`config.mk`:
```
export PLATFORM = sky130hd
export DESIGN_NAME = fma16_issue_flat
export DESIGN_NICKNAME = d
export VERILOG_FILES = /design/src/rtl/fma16_issue_if.sv /design/src/rtl/fma16_issue.sv /design/src/flat_wrapper.sv
export SDC_FILE = /design/constraint.sdc
export NUM_CORES = 1
export LEC_CHECK = 0
export ABC_AREA = 1
export BUFFER_PORTS_ARGS = -buffer_cell sky130_fd_sc_hd__buf_2
export CAP_MARGIN = 20
export CORE_MARGIN = 2
export CORE_UTILIZATION = 51
export CTS_BUF_LIST = sky130_fd_sc_hd__clkbuf_16
export DETAILED_ROUTE_END_ITERATION = 16
export PLACE_DENSITY = 0.85
export SYNTH_ARGS = -nofsm -noshare
export SYNTH_HDL_FRONTEND = slang
export SYNTH_SLANG_ARGS = --single-unit
```
`constraint.sdc`:
```
create_clock -name clk -period 3.45 [get_ports clk]
set_input_delay 0.69 -clock clk [delete_from_list [all_inputs] [get_ports clk]]
set_output_delay 0.69 -clock clk [all_outputs]
set_load 0.005 [all_outputs]
```
`src/rtl/fma16_issue_if.sv`:
```
// Command and result channels of the fma16 issue stage.
// The master side offers commands and consumes results; the slave side is the issue stage.
interface fma16_issue_if;
  logic        in_valid;
  logic        in_ready;
  logic [2:0]  in_op;
  logic [15:0] in_x;
  logic [15:0] in_y;
  logic [15:0] in_z;
  logic [1:0]  in_rm;
  logic [3:0]  in_tag;
  logic        out_valid;
  logic        out_ready;
  logic [15:0] out_result;
  logic [3:0]  out_tag;
  logic        out_err;

  modport master (
    output in_valid, in_op, in_x, in_y, in_z, in_rm, in_tag, out_ready,
    input  in_ready, out_valid, out_result, out_tag, out_err
  );

  modport slave (
    input  in_valid, in_op, in_x, in_y, in_z, in_rm, in_tag, out_ready,
    output in_ready, out_valid, out_result, out_tag, out_err
  );
endinterface

```
`src/rtl/fma16_issue.sv`:
```
// Issue stage around the combinational fma16 core.
// The path is command FIFO -> S1 operand register (drives fma_*) -> S2 result register.
module fma16_issue #(
  parameter int DEPTH = 4
) (
  input  logic        clk,
  input  logic        reset,
  fma16_issue_if.slave bus,
  output logic [15:0] fma_x,
  output logic [15:0] fma_y,
  output logic [15:0] fma_z,
  output logic        fma_mul,
  output logic        fma_add,
  output logic        fma_negr,
  output logic        fma_negz,
  output logic [1:0]  fma_rm,
  input  logic [15:0] fma_result,
  output logic        busy,
  output logic [15:0] done_count
);
  localparam int AW = $clog2(DEPTH);
  localparam logic [AW:0] FULL = DEPTH[AW:0];

  typedef struct packed {
    logic [2:0]  op;
    logic [15:0] x;
    logic [15:0] y;
    logic [15:0] z;
    logic [1:0]  rm;
    logic [3:0]  tag;
  } cmd_t;

  cmd_t          mem [DEPTH];
  cmd_t          head;
  logic [AW-1:0] wr_ptr, rd_ptr;
  logic [AW:0]   count;
  logic          push, pop, s2_adv;
  logic          s1_valid, s1_err;
  logic [3:0]    s1_tag;
  logic [3:0]    ctl;

  assign head         = mem[rd_ptr];
  // Full is judged on the registered count alone, so a pop never frees a slot in the same cycle.
  assign bus.in_ready = (count < FULL);
  assign push         = bus.in_valid & bus.in_ready;
  assign s2_adv       = s1_valid & (~bus.out_valid | bus.out_ready);
  assign pop          = (count != '0) & (~s1_valid | s2_adv);
  assign busy         = (count != '0) | s1_valid | bus.out_valid;

  // {mul, add, negr, negz}
  always_comb begin
    ctl = 4'b0000;
    case (head.op)
      3'd0: ctl = 4'b0100;
      3'd1: ctl = 4'b0101;
      3'd2: ctl = 4'b1000;
      3'd3: ctl = 4'b1100;
      3'd4: ctl = 4'b1101;
      3'd5: ctl = 4'b1110;
      3'd6: ctl = 4'b1111;
      default: ctl = 4'b0000;
    endcase
  end

  always_ff @(posedge clk) begin
    if (reset) begin
      wr_ptr <= '0;
      rd_ptr <= '0;
      count  <= '0;
    end else begin
      if (push) wr_ptr <= wr_ptr + 1'b1;
      if (pop)  rd_ptr <= rd_ptr + 1'b1;
      if (push & ~pop)      count <= count + 1'b1;
      else if (pop & ~push) count <= count - 1'b1;
    end
  end

  always_ff @(posedge clk) begin
    if (push)
      mem[wr_ptr] <= '{op: bus.in_op, x: bus.in_x, y: bus.in_y, z: bus.in_z,
                       rm: bus.in_rm, tag: bus.in_tag};
  end

  // Controls are decoded on load so a reset S1 presents all-zero controls to the core.
  always_ff @(posedge clk) begin
    if (reset) begin
      s1_valid <= 1'b0;
      s1_err   <= 1'b0;
      s1_tag   <= '0;
      fma_x    <= '0;
      fma_y    <= '0;
      fma_z    <= '0;
      fma_rm   <= '0;
      {fma_mul, fma_add, fma_negr, fma_negz} <= 4'b0000;
    end else if (pop) begin
      s1_valid <= 1'b1;
      s1_err   <= (head.op == 3'b111);
      s1_tag   <= head.tag;
      fma_x    <= head.x;
      fma_y    <= head.y;
      fma_z    <= head.z;
      fma_rm   <= head.rm;
      {fma_mul, fma_add, fma_negr, fma_negz} <= ctl;
    end else if (s2_adv) begin
      s1_valid <= 1'b0;
    end
  end

  always_ff @(posedge clk) begin
    if (reset) begin
      bus.out_valid  <= 1'b0;
      bus.out_result <= '0;
      bus.out_tag    <= '0;
      bus.out_err    <= 1'b0;
      done_count     <= '0;
    end else begin
      if (s2_adv) begin
        bus.out_valid  <= 1'b1;
        bus.out_result <= s1_err ? 16'h7E00 : fma_result;
        bus.out_tag    <= s1_tag;
        bus.out_err    <= s1_err;
      end else if (bus.out_ready) begin
        bus.out_valid  <= 1'b0;
      end
      if (bus.out_valid & bus.out_ready) done_count <= done_count + 16'd1;
    end
  end
endmodule
```
`src/flat_wrapper.sv`:
```
// flat-port wrapper written by rule: the top's interface ports become plain ports
module fma16_issue_flat 
#(
  parameter int DEPTH = 4
)
  (clk, reset, fma_x, fma_y, fma_z, fma_mul, fma_add, fma_negr, fma_negz, fma_rm, fma_result, busy, done_count, bus_in_valid, bus_in_op, bus_in_x, bus_in_y, bus_in_z, bus_in_rm, bus_in_tag, bus_out_ready, bus_in_ready, bus_out_valid, bus_out_result, bus_out_tag, bus_out_err);
  fma16_issue_if bus_i ();
  input  logic clk;
  input  logic reset;
  output logic [15:0] fma_x;
  output logic [15:0] fma_y;
  output logic [15:0] fma_z;
  output logic fma_mul;
  output logic fma_add;
  output logic fma_negr;
  output logic fma_negz;
  output logic [1:0] fma_rm;
  input  logic [15:0] fma_result;
  output logic busy;
  output logic [15:0] done_count;
  input wire logic [$bits(bus_i.in_valid)-1:0] bus_in_valid;
  input wire logic [$bits(bus_i.in_op)-1:0] bus_in_op;
  input wire logic [$bits(bus_i.in_x)-1:0] bus_in_x;
  input wire logic [$bits(bus_i.in_y)-1:0] bus_in_y;
  input wire logic [$bits(bus_i.in_z)-1:0] bus_in_z;
  input wire logic [$bits(bus_i.in_rm)-1:0] bus_in_rm;
  input wire logic [$bits(bus_i.in_tag)-1:0] bus_in_tag;
  input wire logic [$bits(bus_i.out_ready)-1:0] bus_out_ready;
  output wire logic [$bits(bus_i.in_ready)-1:0] bus_in_ready;
  output wire logic [$bits(bus_i.out_valid)-1:0] bus_out_valid;
  output wire logic [$bits(bus_i.out_result)-1:0] bus_out_result;
  output wire logic [$bits(bus_i.out_tag)-1:0] bus_out_tag;
  output wire logic [$bits(bus_i.out_err)-1:0] bus_out_err;
  assign bus_i.in_valid = bus_in_valid;
  assign bus_i.in_op = bus_in_op;
  assign bus_i.in_x = bus_in_x;
  assign bus_i.in_y = bus_in_y;
  assign bus_i.in_z = bus_in_z;
  assign bus_i.in_rm = bus_in_rm;
  assign bus_i.in_tag = bus_in_tag;
  assign bus_i.out_ready = bus_out_ready;
  assign bus_in_ready = bus_i.in_ready;
  assign bus_out_valid = bus_i.out_valid;
  assign bus_out_result = bus_i.out_result;
  assign bus_out_tag = bus_i.out_tag;
  assign bus_out_err = bus_i.out_err;
  fma16_issue #(.DEPTH(DEPTH)) u_core (.clk(clk), .reset(reset), .bus(bus_i), .fma_x(fma_x), .fma_y(fma_y), .fma_z(fma_z), .fma_mul(fma_mul), .fma_add(fma_add), .fma_negr(fma_negr), .fma_negz(fma_negz), .fma_rm(fma_rm), .fma_result(fma_result), .busy(busy), .done_count(done_count));
endmodule
```
==> flow_summary_export.csv <==
group,metric,value,unit
outcome,status,"completed",
worst_setup_path,worst_setup_path_start_kind,"register",
detailed_routing,first_pass_iters,5,
power,p_per_area,811,nW/um2
clock_network,cts_hold_buf,0,
worst_setup_path,cp-end-kind,"register",
job,max-cap-violations,0,
logic_synthesis,async_reset_ff_share,0,%
clock_network,htreeDepth,2,
clock_network,clk_pin_slew,0.06,ns
logic_synthesis,synth_ff_type,"edfxtp_1",
worst_setup_path,cp_max_fo,62,
sta,whs,0.395,ns
logic_synthesis,synth_cell_type_count,34,
worst_setup_path,crit_family,"flip-flops",
floorplan,fp.dieW,161,um
layout,drive_gt1_share,19.7,%
logic_synthesis,synthCells,1101,
worst_setup_path,cp_data_required_time,3.87,ns
floorplan,die_h,161,um
logic_synthesis,synth-simple-area-share,11.5,%
power,internal_power,8.08,mW
logic_synthesis,synth_top_family_by_area,"compound AO/OA/AOI/OAI gates",
power,swShare,32.4,%
worst_hold_path,min_path_type,"in -> reg",
layout,register_area,8990,um2
detailed_routing,viasPerCell,5.35,
clock_network,cts_sinks,335,
logic_synthesis,synth_fa_ha_area_share,0.753,%
layout,fin_nets,1341,
grt,grt_pass1_wl,42000,um
placed_design,place_congestion,0.841,
grt,grt_pass1_vias,8283,
placed_design,dpl.hpwl,15000,um
sta,maxSlewHeadroom,48.2,%
layout,design_area,14700,um2
floorplan,core,24300,um2
grt,grt_overflow,0,
placed_design,port_buffers,170,
logic_synthesis,yosysSeqAreaShare,71.2,%
sta,fin_skew,0.0179,ns
logic_synthesis,synth_area_per_cell,11.5,um2
detailed_routing,drtIter0Drc,794,
clock_network,cts.repair.resized,0,
layout,area_delta_synth_final,16.6,%
sta,period_needed,2.12,ns
clock_network,clockRootBuffer,"clkbuf_16",
sta,post-route-period-util,61.5,%
logic_synthesis,synth_nets,1185,
grt,antenna_found_initial,3,
logic_synthesis,yosys_warnings,0,
layout,multiInputGateArea,3090,um2
logic_synthesis,synth-compound-area-share,11.9,%
logic_synthesis,post_synth_mux_area_share,0,%
detailed_routing,vias,8589,
logic_synthesis,synthXorXnorAreaFrac,0.0693,%
sta,tightest_slew,0.776,ns
logic_synthesis,syn_area,12600,um2
worst_setup_path,path_cells,"buf_4 -> nor2_1 -> nor2_1 -> o21ai_0 -> a31oi_1",
worst_hold_path,holdCritStartpoint,"bus_in_x[13]",
power,ir_drop,0.000481,V
power,clkPwrFrac,28.7,%
clock_network,cts_tree,"done",
worst_setup_path,setup.worst_path.class,"reg -> reg",
grt,grt_use_total,20.3,%
clock_network,post-cts-setup-buffers,0,
floorplan,die_area,26000,um2
layout,fill_cells,1893,
clock_network,cts_buffers,35,
worst_setup_path,slowest_stage,"dfxtp_4",
placed_design,placedInstanceArea,13700,um2
worst_setup_path,path_common_cell,"nor2_1",
clock_network,cts_buffer_depth,3,
layout,utilization,60.5,%
detailed_routing,wl,26800,um
detailed_routing,drc_errors,0,
power,p_leak,5.62,nW
logic_synthesis,synth_edf_count,228,
detailed_routing,wire_per_inst,16.7,um
clock_network,clkLatencyLatePin,0.51,ns
sta,setup_viol,0,
detailed_routing,antenna_left,0,
power,seqPwrFrac,45.9,%
floorplan,initial_utilization,51.9,%
worst_setup_path,crit_arrival,2.54,ns
power,p_switching,3.87,mW
power,power.total,11.9,mW
power,combinationalPowerShare,25.4,%
sta,rsz0062_at_grt,"false",
logic_synthesis,synth-seq-cells,335,
floorplan,rows,57,
sta,slew_viol_final,0,
worst_setup_path,path_buf_inv,1,
sta,fmax,471,MHz
floorplan,boundaryPins,171,
sta,hold_viol,0,
grt,grt_max_degree,117,
worst_setup_path,cpPeakStageDelay,0.83,ns
==> state kept, by name, indices dropped and copies added (netlist names), 2 cells and up, named ones only <==
name	flops
u_core.mem	228
u_core.wr_ptr	2
u_core.fma_z	16
u_core.count	3
u_core.rd_ptr	2
u_core.bus.out_tag	4
u_core.fma_y	16
u_core.fma_rm	2
u_core.fma_x	16
u_core.s1_tag	4
u_core.bus.out_result	16
u_core.done_count	16
==> synth_stat cells (3+ instances only) <==
master | instances | area, um2
nand2_2 | 7 | 43.8
clkbuf_2 | 3 | 15.0
clkbuf_1 | 20 | 75.1
nor3_1 | 9 | 45.0
buf_6 | 10 | 113
nor2_1 | 261 | 980
inv_2 | 3 | 11.3
a31oi_1 | 54 | 338
o22ai_1 | 6 | 37.5
inv_1 | 45 | 169
buf_4 | 6 | 45.0
nand3_1 | 15 | 75.1
dfxtp_1 | 107 | 2140
o21ai_0 | 170 | 851
nand2_1 | 66 | 248
a21oi_1 | 24 | 120
buf_2 | 21 | 105
ha_1 | 6 | 75.1
o21ai_1 | 16 | 80.1
edfxtp_1 | 228 | 6850
a22oi_1 | 9 | 67.6
==> power by group through the flow <==
| stage | logic [mW] | registers [mW] | clock network, mW |
|---|---|---|---|
| 2_1_floorplan | 2.21 | 5.42 | 0 |
| 3_5_place_dp | 3.06 | 5.56 | 0 |
| 3_3_place_gp | 2.92 | 5.54 | 0 |
| 4_1_cts | 3.06 | 5.49 | 3.50 |
| 5_1_grt | 3.45 | 5.56 | 3.67 |
| 6_report | 3.03 | 5.49 | 3.43 |
==> stage by stage <==
step | setup slack, ns | TNS (ns) | std cells
floorplan | -0.268 | -61.07 | 1101
global placement | 1.18 | 0 | 1544
detailed placement | 1.13 | 0 | 1544
CTS | 1.34 | 0 | 1605
global route | 1.15 | 0 | 1606
finish | 1.33 | 0 | 1606
==> layout by cell type (no fill, tap or decap), types with 16 or more instances in the layout <==
cell type,synthesis,routed
a21oi_1,24,24
a31oi_1,54,54
buf_2,21,170
clkbuf_16,0,35
dfxtp_1,107,105
edfxtp_1,228,228
inv_1,45,53
nand2_1,66,66
nor2_1,261,257
o21ai_0,170,170
o21ai_1,16,16
==> final timing paths <==
check | to | slack (ns) | depth (start not counted)
setup / recovery | u_core.fma_z[2]$_SDFFE_PP0P_ | 1.33 | 5
hold / removal | u_core.mem[1][51]$_DFFE_PP_ | 0.39 | 1
setup reg to reg | u_core.fma_z[2]$_SDFFE_PP0P_ | 1.33 | 5
hold reg to reg | register | 0.46 | 2
==> cells by family (layout without fill, tap and decap cells) <==
logic type | count (synthesis) | after routing
simple gates | 365 | 365
xor+xnor | 1 | 1
fa+ha+maj | 7 | 7
other cells | 0 | 1
buf+inv | 113 | 293
compound gates | 280 | 280
flops | 335 | 335
==> final cells by class <==
cell class              instances  area share (%)
diodes                          1          0.0170
clock buffers                  35            5.95
clock inverters                26            1.16
inverters                      49            1.32
multi-input cells             653            21.0
flip-flops and latches        335            61.1
well taps                     324            2.75
repair buffers                183            6.78
==> metal layers <==
metal	routed length [um]	global-route usage, %	vias to the layer above
met2	13200	35.7	333
met5	27	0	-
met1	10700	25.3	4019
li1	-	-	4171
met4	633	6.98	4
met3	2200	3.98	62
Power figures use the tool's default switching activity.
